<file path="config.mk">
export PLATFORM = sky130hd
export DESIGN_NAME = e203_tcm_sram_mb_flat
export DESIGN_NICKNAME = d
export VERILOG_FILES = /design/src/rtl/e203_tcm_sram_mb_if.sv /design/src/rtl/e203_tcm_sram_mb.sv /design/src/flat_wrapper.sv
export SDC_FILE = /design/constraint.sdc
export NUM_CORES = 1
export LEC_CHECK = 0
export ABC_AREA = 1
export ABC_CLOCK_PERIOD_IN_PS = 1950
export BUFFER_PORTS_ARGS = -buffer_cell sky130_fd_sc_hd__buf_2
export CAP_MARGIN = 30
export CORE_MARGIN = 2
export CORE_UTILIZATION = 41
export CTS_CLUSTER_SIZE = 24
export DETAILED_ROUTE_END_ITERATION = 6
export PLACE_DENSITY = 0.79
export SYNTH_ARGS = -nofsm -noshare
export SYNTH_HDL_FRONTEND = slang
export SYNTH_SLANG_ARGS = --single-unit
</file>
<file path="constraint.sdc">
create_clock -name clk -period 1.95 [get_ports clk]
set_input_delay 0.2925 -clock clk [delete_from_list [all_inputs] [get_ports clk]]
set_output_delay 0.2925 -clock clk [all_outputs]
set_load 0.05 [all_outputs]
</file>
<file path="src/rtl/e203_tcm_sram_mb_if.sv">
// Request/response port between a TCM controller and the multi-bank SRAM front-end.
interface e203_tcm_sram_mb_if #(
  parameter int unsigned DW = 32,
  parameter int unsigned AW = 14
);
  logic              req_valid;
  logic              req_ready;
  logic              req_we;
  logic [AW-1:0]     req_addr;
  logic [DW/8-1:0]   req_wem;
  logic [DW-1:0]     req_wdat;
  logic              rsp_valid;
  logic [DW-1:0]     rsp_rdat;

  modport master (
    output req_valid, req_we, req_addr, req_wem, req_wdat,
    input  req_ready, rsp_valid, rsp_rdat
  );

  modport slave (
    input  req_valid, req_we, req_addr, req_wem, req_wdat,
    output req_ready, rsp_valid, rsp_rdat
  );
endinterface

</file>
<file path="src/rtl/e203_tcm_sram_mb.sv">
// Multi-bank TCM SRAM front-end: word-interleaved bank select, per-bank power-state
// machines driving ls/ds/sd, and wake stalls through the request handshake.
module e203_tcm_sram_mb #(
  parameter int unsigned DW       = 32,
  parameter int unsigned AW       = 14,
  parameter int unsigned BANKS    = 2,
  parameter int unsigned LS_IDLE  = 16,
  parameter int unsigned DS_IDLE  = 256,
  parameter int unsigned WAKE_CYC = 2
) (
  input  logic                           clk,
  input  logic                           rst_n,
  e203_tcm_sram_mb_if.slave              bus,
  input  logic                           sd_req,
  output logic [BANKS-1:0]               ram_cs,
  output logic                           ram_we,
  output logic [AW-$clog2(BANKS)-1:0]    ram_addr,
  output logic [DW/8-1:0]                ram_wem,
  output logic [DW-1:0]                  ram_din,
  input  logic [BANKS*DW-1:0]            ram_dout,
  output logic [BANKS-1:0]               ram_ls,
  output logic [BANKS-1:0]               ram_ds,
  output logic [BANKS-1:0]               ram_sd
);

  localparam int unsigned BW  = $clog2(BANKS);
  localparam int unsigned BIW = (BW > 0) ? BW : 1;
  localparam int unsigned CW  = $clog2(DS_IDLE + 1);
  localparam int unsigned WCW = $clog2(WAKE_CYC + 1);

  typedef enum logic [2:0] {ST_ACT, ST_LS, ST_DS, ST_SD, ST_WAKE} pstate_e;

  pstate_e          state_q [BANKS];
  pstate_e          state_d [BANKS];
  logic [CW-1:0]    cnt_q   [BANKS];
  logic [CW-1:0]    cnt_d   [BANKS];
  logic [CW-1:0]    cnt_inc_c [BANKS];
  logic [WCW-1:0]   wake_q  [BANKS];
  logic [WCW-1:0]   wake_d  [BANKS];
  logic [BANKS-1:0] hit_c;
  logic [BIW-1:0]   bank_c;
  logic [BIW-1:0]   bank_q;
  logic             accept_c;
  logic             rsp_valid_q;

  if (BANKS > 1) begin : g_bank_sel
    assign bank_c = bus.req_addr[BIW-1:0];
  end else begin : g_bank_one
    assign bank_c = '0;
  end

  // Handshake and shared macro buses follow the request combinationally.
  assign accept_c      = bus.req_valid & (state_q[bank_c] == ST_ACT) & ~sd_req;
  assign bus.req_ready = accept_c;
  assign ram_we        = bus.req_we;
  assign ram_addr      = bus.req_addr[AW-1:BW];
  assign ram_wem       = bus.req_wem;
  assign ram_din       = bus.req_wdat;
  assign bus.rsp_valid = rsp_valid_q;
  assign bus.rsp_rdat  = ram_dout[bank_q*DW +: DW];

  always_comb begin
    ram_cs = '0;
    if (accept_c) ram_cs[bank_c] = 1'b1;
  end

  always_comb begin
    hit_c = '0;
    for (int b = 0; b < BANKS; b++) begin
      hit_c[b]     = bus.req_valid && (bank_c == BIW'(b));
      cnt_inc_c[b] = (cnt_q[b] == CW'(DS_IDLE)) ? cnt_q[b] : cnt_q[b] + CW'(1);
    end
  end

  // Per-bank power-state next-state logic; shutdown outranks every other transition.
  always_comb begin
    for (int b = 0; b < BANKS; b++) begin
      state_d[b] = state_q[b];
      cnt_d[b]   = cnt_q[b];
      wake_d[b]  = wake_q[b];
      if (sd_req && (state_q[b] != ST_SD)) begin
        state_d[b] = ST_SD;
        cnt_d[b]   = '0;
      end else begin
        case (state_q[b])
          ST_ACT: begin
            if (hit_c[b]) begin
              cnt_d[b] = '0;
            end else begin
              cnt_d[b] = cnt_inc_c[b];
              if (cnt_inc_c[b] >= CW'(LS_IDLE)) state_d[b] = ST_LS;
            end
          end
          ST_LS: begin
            if (cnt_inc_c[b] >= CW'(DS_IDLE)) begin
              state_d[b] = ST_DS;
              cnt_d[b]   = cnt_inc_c[b];
            end else if (hit_c[b]) begin
              state_d[b] = ST_WAKE;
              cnt_d[b]   = '0;
              wake_d[b]  = WCW'(1);
            end else begin
              cnt_d[b] = cnt_inc_c[b];
            end
          end
          ST_DS, ST_SD: begin
            if (hit_c[b] && !sd_req) begin
              state_d[b] = ST_WAKE;
              cnt_d[b]   = '0;
              wake_d[b]  = WCW'(WAKE_CYC);
            end
          end
          ST_WAKE: begin
            if (wake_q[b] <= WCW'(1)) state_d[b] = ST_ACT;
            else                      wake_d[b]  = wake_q[b] - WCW'(1);
          end
          default: state_d[b] = ST_ACT;
        endcase
      end
    end
  end

  always_comb begin
    for (int b = 0; b < BANKS; b++) begin
      ram_ls[b] = (state_q[b] == ST_LS);
      ram_ds[b] = (state_q[b] == ST_DS);
      ram_sd[b] = (state_q[b] == ST_SD);
    end
  end

  always_ff @(posedge clk or negedge rst_n) begin
    if (!rst_n) begin
      for (int b = 0; b < BANKS; b++) begin
        state_q[b] <= ST_ACT;
        cnt_q[b]   <= '0;
        wake_q[b]  <= '0;
      end
      rsp_valid_q <= 1'b0;
      bank_q      <= '0;
    end else begin
      for (int b = 0; b < BANKS; b++) begin
        state_q[b] <= state_d[b];
        cnt_q[b]   <= cnt_d[b];
        wake_q[b]  <= wake_d[b];
      end
      rsp_valid_q <= accept_c & ~bus.req_we;
      if (accept_c && !bus.req_we) bank_q <= bank_c;
    end
  end

endmodule

</file>
<file path="src/flat_wrapper.sv">
// flat-port wrapper written by rule: the top's interface ports become plain ports
module e203_tcm_sram_mb_flat 
#(
  parameter int unsigned DW       = 32,
  parameter int unsigned AW       = 14,
  parameter int unsigned BANKS    = 2,
  parameter int unsigned LS_IDLE  = 16,
  parameter int unsigned DS_IDLE  = 256,
  parameter int unsigned WAKE_CYC = 2
)
  (clk, rst_n, sd_req, ram_cs, ram_we, ram_addr, ram_wem, ram_din, ram_dout, ram_ls, ram_ds, ram_sd, bus_req_valid, bus_req_we, bus_req_addr, bus_req_wem, bus_req_wdat, bus_req_ready, bus_rsp_valid, bus_rsp_rdat);
  e203_tcm_sram_mb_if #(.DW(DW), .AW(AW)) bus_i ();
  input  logic clk;
  input  logic rst_n;
  input  logic sd_req;
  output logic [BANKS-1:0] ram_cs;
  output logic ram_we;
  output logic [AW-$clog2(BANKS)-1:0] ram_addr;
  output logic [DW/8-1:0] ram_wem;
  output logic [DW-1:0] ram_din;
  input  logic [BANKS*DW-1:0] ram_dout;
  output logic [BANKS-1:0] ram_ls;
  output logic [BANKS-1:0] ram_ds;
  output logic [BANKS-1:0] ram_sd;
  input wire logic [$bits(bus_i.req_valid)-1:0] bus_req_valid;
  input wire logic [$bits(bus_i.req_we)-1:0] bus_req_we;
  input wire logic [$bits(bus_i.req_addr)-1:0] bus_req_addr;
  input wire logic [$bits(bus_i.req_wem)-1:0] bus_req_wem;
  input wire logic [$bits(bus_i.req_wdat)-1:0] bus_req_wdat;
  output wire logic [$bits(bus_i.req_ready)-1:0] bus_req_ready;
  output wire logic [$bits(bus_i.rsp_valid)-1:0] bus_rsp_valid;
  output wire logic [$bits(bus_i.rsp_rdat)-1:0] bus_rsp_rdat;
  assign bus_i.req_valid = bus_req_valid;
  assign bus_i.req_we = bus_req_we;
  assign bus_i.req_addr = bus_req_addr;
  assign bus_i.req_wem = bus_req_wem;
  assign bus_i.req_wdat = bus_req_wdat;
  assign bus_req_ready = bus_i.req_ready;
  assign bus_rsp_valid = bus_i.rsp_valid;
  assign bus_rsp_rdat = bus_i.rsp_rdat;
  e203_tcm_sram_mb #(.DW(DW), .AW(AW), .BANKS(BANKS), .LS_IDLE(LS_IDLE), .DS_IDLE(DS_IDLE), .WAKE_CYC(WAKE_CYC)) u_core (.clk(clk), .rst_n(rst_n), .bus(bus_i), .sd_req(sd_req), .ram_cs(ram_cs), .ram_we(ram_we), .ram_addr(ram_addr), .ram_wem(ram_wem), .ram_din(ram_din), .ram_dout(ram_dout), .ram_ls(ram_ls), .ram_ds(ram_ds), .ram_sd(ram_sd));
endmodule
</file>
== Word-level counts from Yosys, hierarchy flattened ==
Index checks and enable logic that the tools add are counted.

* Add/subtract/negate cells: 4
* Magnitude comparators: 9
* Eq/ne operators: 30
* Shift-type cells: 1
* Multiplexer cells: 44
* Bitwise logic cells: 9
* Reductions and logical operators: 25

{| class="wikitable"
|+ Operators with widths
! kind !! count
|-
| two-way mux 9 bit || 10
|-
| variable part select 64 x 7 -> 32 bit || 1
|-
| case mux 9 bit (3 select lines) || 2
|-
| two-way mux 3 bit || 17
|-
| case mux 3 bit (4 select lines) || 2
|-
| adder 9 x 1 -> 9 bit, second input constant || 2
|-
| == test 9 bit, second input constant || 2
|-
| >= comparator 9 x 5 -> 1 bit, second input constant || 2
|-
| >= comparator 9 bit, second input constant || 2
|-
| two-way mux 2 bit || 9
|-
| inequality test 3 x 1 -> 1 bit, second input constant || 6
|-
| == test 3 x 2 -> 1 bit, second input constant || 4
|-
| case mux 2 bit (3 select lines) || 2
|-
| AND reduction 6 bit || 2
|-
| AND reduction 5 bit || 2
|-
| logical NOT 3 bit || 3
|-
| logical AND 1 bit || 8
|-
| inequality test 2 x 1 -> 1 bit, second input constant || 4
|-
| inequality test 2 bit, second input constant || 4
|-
| inequality test 4 x 1 -> 1 bit, second input constant || 2
|-
| nonzero test 4 bit || 2
|-
| == test 3 x 1 -> 1 bit, second input constant || 2
|-
| == test 3 bit, second input constant || 2
|-
| inequality test 3 x 2 -> 1 bit, second input constant || 2
|-
| other kinds (15) || 28
|}

* Flip-flop bits (word level): 30

== Depth between registers and ports, before layout ==
* Depth after elaboration: 8
* Mapped depth: 13
* Depth with buffers taken out: 13

== Least setup slack after synthesis ==
OpenSTA, ideal clock, no wires.

* Path kind: register to output
* Start point: register u_core.state_q[5] (netlist bit)
* End point: output port ram_cs[0]
* Arrival: 2186 ps
* Slack: -528 ps
* Stages on the path, launching flop included: 6
* Buffers on the path: 0
* Cell sequence: dfrtp_1 -> inv_2 -> nand2_2 -> nor2_2 -> nor2_1 -> nor3_1

* Word-level cells in the longest chain between the ends: 7

{| class="wikitable"
|+ RTL lines
! element !! RTL line !! text
|-
| start: declaration || e203_tcm_sram_mb.sv:33 || <nowiki>pstate_e state_q [BANKS];</nowiki>
|-
| start signal: indexed assignment || e203_tcm_sram_mb.sv:142 || <nowiki>state_q[b] <= state_d[b];</nowiki>
|-
| two-way mux 3 bit (not written as such) (3 in a row) || e203_tcm_sram_mb.sv:53 || <nowiki>assign accept_c = bus.req_valid & (state_q[bank_c] == ST_ACT) & ~sd_req;</nowiki>
|-
| logical NOT 3 bit || e203_tcm_sram_mb.sv:53 ||
|-
| bitwise AND 1 bit (2 in a row) || e203_tcm_sram_mb.sv:53 ||
|-
| two-way mux 2 bit || e203_tcm_sram_mb.sv:64 || <nowiki>if (accept_c) ram_cs[bank_c] = 1'b1;</nowiki>
|-
| end: declaration || flat_wrapper.sv:16 || <nowiki>output logic [BANKS-1:0] ram_cs;</nowiki>
|}

Every way passes these cells. The select of a mux whose other input is x is not followed.

== Final worst setup path ==
* Start point: register u_core.bank_q
* End point: output port bus_rsp_rdat[6]

* Word-level cells in the longest chain between the ends: 1

{| class="wikitable"
|+ RTL lines
! element !! RTL line !! text
|-
| start: declaration || e203_tcm_sram_mb.sv:42 || <nowiki>logic [BIW-1:0] bank_q;</nowiki>
|-
| start signal: assignment || e203_tcm_sram_mb.sv:147 || <nowiki>if (accept_c && !bus.req_we) bank_q <= bank_c;</nowiki>
|-
| variable part select 64 x 7 -> 32 bit || e203_tcm_sram_mb.sv:60 || <nowiki>assign bus.rsp_rdat = ram_dout[bank_q*DW +: DW];</nowiki>
|-
| end: declaration || flat_wrapper.sv:32 || <nowiki>output wire logic [$bits(bus_i.rsp_rdat)-1:0] bus_rsp_rdat;</nowiki>
|}

Every way passes these cells.

==> results_dict.tcl <==
set metrics [dict create \
    grt_pass1_wl_mm 12.8 \
    place_inst 512 \
    clock_skew_ns 0.00446 \
    num_io_pins 211 \
    hp-class "in2async" \
    crit_type "reg2out" \
    max_clock_freq_mhz 542 \
    period_share_pct 94.5 \
    drcViolationCount 0 \
    final_area_um2 3260 \
    yosys-top-cells-area "dfrtp_1 27%, buf_4 14%, mux2_2 13%" \
    yosysTopAreaCell "dfrtp_1" \
    clk_pin_slew_worst_paths_ns 0.07 \
    finalHoldViolCount 0 \
    syn-cell-area_um2 2820 \
    antenna_found_initial 1 \
    critical_path.startpoint_type "flop" \
    slew_violations 0 \
    synth.ff_latch_count 30 \
    cts.sinks 30 \
    dpl-instance-area_um2 3110 \
    grt_max_degree 31 \
    status "complete, no violations" \
    period_needed_ns 1.84 \
    clk_latency_ns 0.29 \
    endpoint_kind "output port" \
    p_total_uw 4420 \
    synth_most_common_cell "nand2_1" \
    synth_warnings 0 \
    critPathArrivalTime_ns 1.55 \
    grt.total_usage_pct 21.9 \
    detail-route-antenna-nets 0 \
    cts_buffers 5 \
    drv_cap 0 \
    die-area_um2 7550 \
    drtIter0Drc 91 \
    synth_seq_area_share_pct 26.7 \
    synthToLayoutAreaGrowth_pct 15.8 \
    tns_ns 0 \
    die_h_um 86.9 \
    vias 2695 \
    ys.flop_type "dfrtp_1" \
    first_pass_iters 4 \
    clock_path_buffers 2 \
    syn_nets 498 \
    drt-total-wl_mm 8.17 \
    dp_hpwl_mm 6.81 \
    powerDensity_nw_per_um2 1350 \
    setup_viol 0 \
    syn_area_per_cell_um2 7.55 \
    synth_top_area_share_pct 26.7 \
    synthArstFlopShare_pct 100 \
    worst_pin_slew_ns 0.686 \
    core_area_um2 6720 \
    cts_max_level 2 \
    fin_nets 567 \
    gp_congestion 0.942 \
    power.leakage_uw 0.00171 \
    peakVddDrop_uv 874 \
    via_per_inst 5.14 \
    ys_types 34 \
    root_buffer "clkbuf_8" \
    fin_cells 524 \
    netlist_top_cells_count "68 x nand2_1, 51 x buf_4, 41 x inv_1" \
    die_x_um 86.9 \
    port_buffers 112 \
    start_util_pct 41.9 \
    cp_max_fo 30 \
    cp.required_ns 1.66 \
    cts_tree "yes" \
    synth_cells 373 \
    wire_per_inst_um 15.6 \
    relSlewSlack_pct 54.3 \
    overflow 0 \
    holdWs_ns 0.0395 \
    rows 30 \
    grt_pass1_vias 2600 \
    synth_edf_count 0 \
    drive_above_1_share_pct 44.2 \
]
## critical path: stages, from the launching register on
cell and delay [ns]:
dfrtp_1 0.45, buf_12 0.22, mux2_2 0.37, buf_2 0.21
## state kept, by name (all words and copies together), names as in the netlist
name and flops:
u_core.bank_q 1, u_core.bus.rsp_valid 1, u_core.cnt_q 18, u_core.wake_q 4, u_core.state_q 6
## per-stage QoR
| stage | util, % | setup slack (ns) |
|---|---|---|
| 6_report | 48.5 | 0.107 |
| 3_5_place_dp | 46.3 | 0.201 |
| 2_1_floorplan | - | -0.122 |
| 5_1_grt | 48.5 | -0.00817 |
| 3_3_place_gp | 46.3 | 0.280 |
| 4_1_cts | 47.8 | 0.00936 |
## power breakdown
group | switching, uW | internal, uW | total (uW) | leakage (uW)
Combinational | 2030 | 926 | 2960 | 0.00127
Clock | 250 | 285 | 534 | 0.0000482
Sequential | 156 | 768 | 924 | 0.000394
Total | 2440 | 1980 | 4420 | 0.00171
## layout by cell type (no fill, tap or decap), types with 7 or more instances in the layout
cell | netlist | layout
nand2_1 | 68 | 68
nor2_1 | 23 | 22
nand2_2 | 10 | 10
buf_2 | 3 | 109
o21ai_1 | 13 | 13
nand3_1 | 28 | 28
o21ai_0 | 9 | 9
dfrtp_1 | 30 | 30
inv_1 | 41 | 40
inv_2 | 6 | 7
mux2_2 | 32 | 32
nand4_1 | 7 | 7
## logic make-up after synthesis
group / after synthesis / share of synthesized area, %
XOR/XNOR: 6 / 1.87
multiplexers: 32 / 12.8
adder cells (fa/ha/maj): 6 / 2.67
buffers and inverters: 104 / 21.1
AND/OR/NAND/NOR: 156 / 26.5
flip-flops: 30 / 26.7
AO/OA/AOI/OAI: 39 / 8.44
## area by class of cell
| cell class | count | area, um^2 |
|---|---|---|
| fillers | 676 | 3460 |
| clock inverters | 1 | 5.00 |
| clock buffers | 7 | 86.3 |
| diodes | 1 | 2.50 |
| inverters | 48 | 180 |
| flip-flops and latches | 30 | 751 |
| well taps | 80 | 100 |
| repair buffers | 118 | 633 |
| multi-input cells | 239 | 1500 |
## per-layer routing
| layer | wire (um) | vias to the layer above | GRT usage [%] |
|---|---|---|---|
| met4 | 289 | 0 | 10.1 |
| met3 | 919 | 27 | 7.01 |
| met2 | 3960 | 153 | 36.4 |
| li1 | - | 1291 | - |
| met5 | 0 | - | 0 |
| met1 | 3000 | 1224 | 25.5 |
## repair_timing
| item | CTS | global route |
|---|---|---|
| pin swaps | 0 | 0 |
| buffers inserted | 0 | 3 |
| cloned | 0 | 0 |
| endpoints found under the setup margin | 2 | 11 |
| gates resized for setup | 3 | 8 |
| hold buffers | 0 | 0 |
## worst paths after layout
path / depth (start not counted) / slack, ns / end / from
max: 3 / 0.11 / bus_rsp_rdat[6] / u_core.bank_q
min: 1 / 0.04 / u_core.cnt_q[11] / rst_n
max in group asynchronous: 1 / 1.47 / u_core.state_q[1] / rst_n
max reg2reg: 10 / 0.18 / u_core.cnt_q[16] / u_core.cnt_q[10]
min in group clk: 4 / 0.36 / u_core.bus.rsp_valid / bus_req_we
min reg2reg: 2 / 0.50 / u_core.wake_q[1] / u_core.wake_q[1]
(Power assumes the default switching activity.)
